### src/rtl/mem_port_arbiter.sv
// Shares one unified memory port between instruction fetch and MEM-stage data
// accesses: data side has priority, with a streak limit so fetch cannot starve.
module mem_port_arbiter #(
  parameter int ADDR_WIDTH    = 32,
  parameter int DATA_WIDTH    = 32,
  parameter int MAX_DM_STREAK = 4
) (
  input  logic                    clk,
  input  logic                    rst_n,
  input  logic                    if_req,
  input  logic [ADDR_WIDTH-1:0]   if_addr,
  input  logic                    if_flush,
  output logic                    if_ack,
  output logic [DATA_WIDTH-1:0]   if_rdata,
  input  logic                    dm_req,
  input  logic                    dm_we,
  input  logic [ADDR_WIDTH-1:0]   dm_addr,
  input  logic [DATA_WIDTH-1:0]   dm_wdata,
  input  logic [DATA_WIDTH/8-1:0] dm_be,
  output logic                    dm_ack,
  output logic [DATA_WIDTH-1:0]   dm_rdata,
  output logic                    mem_req,
  output logic                    mem_we,
  output logic [ADDR_WIDTH-1:0]   mem_addr,
  output logic [DATA_WIDTH-1:0]   mem_wdata,
  output logic [DATA_WIDTH/8-1:0] mem_be,
  input  logic                    mem_gnt,
  input  logic                    mem_rvalid,
  input  logic [DATA_WIDTH-1:0]   mem_rdata,
  output logic                    stall_if,
  output logic                    stall_mem
);

  localparam int STREAK_W = $clog2(MAX_DM_STREAK + 1);
  localparam logic [STREAK_W-1:0] STREAK_MAX = STREAK_W'(MAX_DM_STREAK);

  typedef enum logic [2:0] {
    IDLE    = 3'd0,
    REQ_IF  = 3'd1,
    REQ_DM  = 3'd2,
    WAIT_IF = 3'd3,
    WAIT_DM = 3'd4
  } state_t;

  state_t              state;
  logic [STREAK_W-1:0] streak;
  logic                flush_pending;
  logic                if_starved;
  logic                dm_wins;

  function automatic logic [STREAK_W-1:0] sat_inc(input logic [STREAK_W-1:0] v);
    return (v == STREAK_MAX) ? v : v + 1'b1;
  endfunction

  // Fetch overrides data priority once it has watched MAX_DM_STREAK data grants.
  assign if_starved = if_req & (streak == STREAK_MAX);
  assign dm_wins    = dm_req & ~if_starved;

  always_ff @(posedge clk) begin
    if (!rst_n) begin
      state         <= IDLE;
      streak        <= '0;
      flush_pending <= 1'b0;
      mem_req       <= 1'b0;
      mem_we        <= 1'b0;
      mem_addr      <= '0;
      mem_wdata     <= '0;
      mem_be        <= '0;
      if_ack        <= 1'b0;
      dm_ack        <= 1'b0;
      if_rdata      <= '0;
      dm_rdata      <= '0;
    end else begin
      if_ack <= 1'b0;
      dm_ack <= 1'b0;
      case (state)
        IDLE: begin
          flush_pending <= 1'b0;
          if (dm_wins) begin
            state     <= REQ_DM;
            mem_req   <= 1'b1;
            mem_we    <= dm_we;
            mem_addr  <= dm_addr;
            mem_wdata <= dm_wdata;
            mem_be    <= dm_be;
            streak    <= if_req ? sat_inc(streak) : '0;
          end else begin
            streak <= '0;
            if (if_req) begin
              state     <= REQ_IF;
              mem_req   <= 1'b1;
              mem_we    <= 1'b0;
              mem_addr  <= if_addr;
              mem_wdata <= '0;
              mem_be    <= '1;
            end
          end
        end
        REQ_IF: begin
          if (if_flush) flush_pending <= 1'b1;
          if (mem_gnt) begin
            mem_req <= 1'b0;
            state   <= WAIT_IF;
          end
        end
        REQ_DM: begin
          if (mem_gnt) begin
            mem_req <= 1'b0;
            state   <= WAIT_DM;
          end
        end
        WAIT_IF: begin
          if (mem_rvalid) begin
            state         <= IDLE;
            flush_pending <= 1'b0;
            // A flushed fetch still drains from memory but is never reported.
            if (!flush_pending && !if_flush) begin
              if_ack   <= 1'b1;
              if_rdata <= mem_rdata;
            end
          end else if (if_flush) begin
            flush_pending <= 1'b1;
          end
        end
        WAIT_DM: begin
          if (mem_rvalid) begin
            state    <= IDLE;
            dm_ack   <= 1'b1;
            dm_rdata <= mem_rdata;
          end
        end
        default: state <= IDLE;
      endcase
    end
  end

  assign stall_if  = rst_n & if_req & ~if_ack;
  assign stall_mem = rst_n & dm_req & ~dm_ack;

endmodule

### config.mk
export PLATFORM = sky130hd
export DESIGN_NAME = mem_port_arbiter
export DESIGN_NICKNAME = d
export VERILOG_FILES = /design/src/rtl/mem_port_arbiter.sv
export SDC_FILE = /design/constraint.sdc
export NUM_CORES = 1
export LEC_CHECK = 0
export ABC_AREA = 1
export CAP_MARGIN = 40
export CORE_MARGIN = 2
export CORE_UTILIZATION = 35
export CTS_CLUSTER_DIAMETER = 30
export CTS_CLUSTER_SIZE = 14
export DETAILED_ROUTE_END_ITERATION = 12
export HOLD_SLACK_MARGIN = 0.08
export PLACE_DENSITY = 0.72
export REMOVE_ABC_BUFFERS = 1
export SLEW_MARGIN = 0
export SYNTH_ARGS = -nofsm -noshare
export SYNTH_HDL_FRONTEND = slang
export SYNTH_SLANG_ARGS = --single-unit
### constraint.sdc
create_clock -name clk -period 1.8 [get_ports clk]
set_clock_uncertainty 0.05 [all_clocks]
set_input_delay 0.36 -clock clk [delete_from_list [all_inputs] [get_ports clk]]
set_output_delay 0.36 -clock clk [all_outputs]
set_load 0.005 [all_outputs]
==> impl_metrics.ini <==
[setup_path]
timing.critical_path.arrival_ns = 1.34
cp_max_fo = 2
cp_top_family = buffers and inverters
timing.critical_path.cells = clkdlybuf4s50_1
critical_path.n_buffers_inverters = 1
path_class = reg -> out
critical_path.max_stage_delay_ns = 0.54
cp_max_stage_cell = sky130_fd_sc_hd__clkdlybuf4s50_1
critical_path.startpoint_type = flip-flop
worst_setup_path_end_kind = primary output
worstPathRequired_ns = 1.39

[clock_network]
clockBufferDepth = 2
cts.sink_count = 143
tritoncts = yes
htreeDepth = 4
cts-buffers-inserted = 17
worst_setup_hold_path_clk_slew_ns = 0.06
worst_skew_pair.late_latency_ns = 0.41
cts_root_buffer = sky130_fd_sc_hd__clkbuf_16
postCtsHoldBufs = 0

[die]
die-area_um2 = 16600
placementRows = 45
die-height_um = 129
core_area_um2 = 15300
fp.dieW_um = 129
floorplan.io_pins = 278
start_util_pct = 35.8

[finish]
layout-drive-gt1-share_pct = 7.87
layout.cells.most_common_list = sky130_fd_sc_hd__clkdlybuf4s50_1 (274), sky130_fd_sc_hd__dfxtp_1 (143), sky130_fd_sc_hd__nor2_1 (114), sky130_fd_sc_hd__nand2_1 (82), sky130_fd_sc_hd__inv_1 (78)
final_common_cell = sky130_fd_sc_hd__clkdlybuf4s50_1
fin_area_um2 = 9360
num-nets-final = 1121
layout.core_utilization_pct = 61.3
antenna_diode_count = 0
n_fill_cell = 1348
area_growth_pct = 71.2

[global_routing]
grt_first_pass_wirelength_um = 26800
global_route_usage_sum_pct = 20.4
maximum_number_of_pins_on_one_net_before_global_route_repair = 105
grt_antenna_before_repair = 0
grt_pass1_vias = 5241
grt_remaining_overflow = 0

[sta]
finalCritPeriodShare_pct = 97.3
hold_viol_final = 0
final_count_of_pins_violating_max_slew = 0
tightestPinTransition_ns = 0.412
finalCriticalPeriod_ns = 1.75
clock.fmax_mhz = 571
grt_setup_unrepaired = no
timing.max_slew.rel_slack_pct = 72.5
timing.final.setup_violations = 0

[pwr]
p_per_area_nw_per_um2 = 1320
power.internal_mw = 8.86
leakage_nw = 3.88
ir_worst_vdd_mv = 0.566
power.clock.fraction_pct = 32.5
share_comb_of_total_power_pct = 33.5
total_switching_power_mw = 3.52
seq_power_share_pct = 34.0
sw_frac_of_total_pct = 28.4

[min_path]
worst_hold_path_type = in -> reg

[placed_design]
dpl.hpwl_um = 12000
gp_congestion = 0.773
io_buffer_count = 277
place_area_um2 = 8670

[run]
maxCapViolCount = 0

[synthesis]
synth.yosys.warnings = 0
ys_types = 24
syn-mean-instance-area_um2 = 7.86
cell_area_after_technology_mapping_um2 = 5470
synth_cells = 695
ys_seq_area_share_pct = 52.4
synth-seq-cells = 143

[drt]
drc = 0
vias_per_cell = 4.59
number_of_violations_reported_at_the_end_of_detailed_routing_iteration_0 = 229
finalWirelength_um = 17100
detailroute.via_count = 5513
detailedRoute.firstPassIterationCount = 4
drtAntennaViolNets = 0
wire_per_inst_um = 14.2

[run_status]
status = complete, no violations
==> power by group through the flow <==
| stage | Clock, mW | Combinational [mW] | Sequential [mW] |
|---|---|---|---|
| after global routing | 4.25 | 4.56 | 4.29 |
| after CTS | 4.12 | 4.19 | 4.21 |
| after floorplan | 0 | 1.54 | 4.31 |
| final | 4.02 | 4.14 | 4.21 |
| after detailed placement | 0 | 4.17 | 4.26 |
| after global placement | 0 | 4.14 | 4.25 |
==> logic make-up after synthesis <==
group                      share of synthesized area, %
buffers and inverters                              9.23
and+or+nand+nor                                    18.8
DFF                                                52.4
AOI/OAI and AO/OA                                  19.1
adders and majority gates                         0.458
==> worst min-delay path: cells and delay by family <==
kind | cells | cell delay, ns
and+or+nand+nor | 1 | 0.12
buffers and inverters | 2 | 0.25
==> path summary, 6_finish.rpt <==
check | slack, ns | depth (start not counted) | to | from
worst max-delay path | 0.05 | 1 | dm_ack | dm_ack
worst min-delay path | 0.30 | 3 | mem_wdata[20] | rst_n
worst max register to register | 0.19 | 9 | mem_wdata[19] | streak[0]
worst min register to register | 0.39 | 2 | dm_rdata[26] | dm_rdata[26]
==> through the flow <==
stage          hold WS, ns  total power, mW  setup TNS, ns  setup WS (ns)  instances
2_1_floorplan        0.390             5.85         -59.90         -0.612        648
3_3_place_gp         0.381             8.39         -15.26         -0.269       1171
3_5_place_dp         0.385             8.43         -15.43         -0.262       1171
4_1_cts              0.292             12.5              0         0.0169       1202
5_1_grt              0.318             13.1              0       0.000469       1202
6_report             0.304             12.4              0         0.0494       1202
==> Yosys cell counts <==
| cell | instances | area, um^2 |
|---|---|---|
| sky130_fd_sc_hd__o21ai_0 | 71 | 355 |
| sky130_fd_sc_hd__inv_1 | 78 | 293 |
| sky130_fd_sc_hd__nand3_1 | 41 | 205 |
| sky130_fd_sc_hd__buf_1 | 1 | 3.75 |
| sky130_fd_sc_hd__a21oi_1 | 37 | 185 |
| sky130_fd_sc_hd__a22oi_1 | 33 | 248 |
| sky130_fd_sc_hd__nand2_2 | 1 | 6.26 |
| sky130_fd_sc_hd__nor2_2 | 1 | 6.26 |
| sky130_fd_sc_hd__nor3_4 | 1 | 16.3 |
| sky130_fd_sc_hd__ha_1 | 2 | 25.0 |
| sky130_fd_sc_hd__nand2_1 | 82 | 308 |
| sky130_fd_sc_hd__buf_4 | 3 | 22.5 |
| sky130_fd_sc_hd__nor2_1 | 114 | 428 |
| sky130_fd_sc_hd__a21oi_4 | 1 | 16.3 |
| sky130_fd_sc_hd__dfxtp_1 | 143 | 2860 |
| sky130_fd_sc_hd__inv_2 | 2 | 7.51 |
| sky130_fd_sc_hd__or2_2 | 2 | 12.5 |
| sky130_fd_sc_hd__buf_2 | 13 | 65.1 |
| sky130_fd_sc_hd__clkbuf_1 | 30 | 113 |
| sky130_fd_sc_hd__o211ai_1 | 32 | 240 |
| sky130_fd_sc_hd__nor3_1 | 2 | 10.0 |
| sky130_fd_sc_hd__nand4_1 | 3 | 18.8 |
| sky130_fd_sc_hd__nor2_4 | 1 | 11.3 |
| sky130_fd_sc_hd__and2_1 | 1 | 6.26 |
==> cell type report <==
type	count	area (um^2)	share of cell area, %
Timing Repair Buffer	312	3140	33.6
Sequential cell	143	2860	30.6
Multi-Input combinational cell	425	2110	22.6
Clock buffer	21	470	5.03
Inverter	80	300	3.21
Tap cell	211	264	2.82
Clock inverter	10	208	2.22
==> flip-flops by register name, summed over array words and instances (netlist names), 3 cells and up <==
name       cells
dm_rdata      32
if_rdata      32
mem_addr      32
mem_be         4
mem_wdata     32
state          3
streak         3
==> repair_timing <==
| action | 4_1_cts | 5_1_grt |
|---|---|---|
| buffers inserted | 0 | 0 |
| gates resized for setup | 4 | 0 |
| endpoints found under the setup margin | 2 | 0 |
==> per-layer routing <==
| metal | global-route usage, % | vias up | wire length (um) |
|---|---|---|---|
| met5 | 0 | - | 0 |
| met4 | 6.71 | 0 | 233 |
| met3 | 7.23 | 19 | 1440 |
| met2 | 34.3 | 184 | 8010 |
| met1 | 24.3 | 2469 | 7400 |
| li1 | - | 2841 | - |
(Power assumes the default switching activity.)
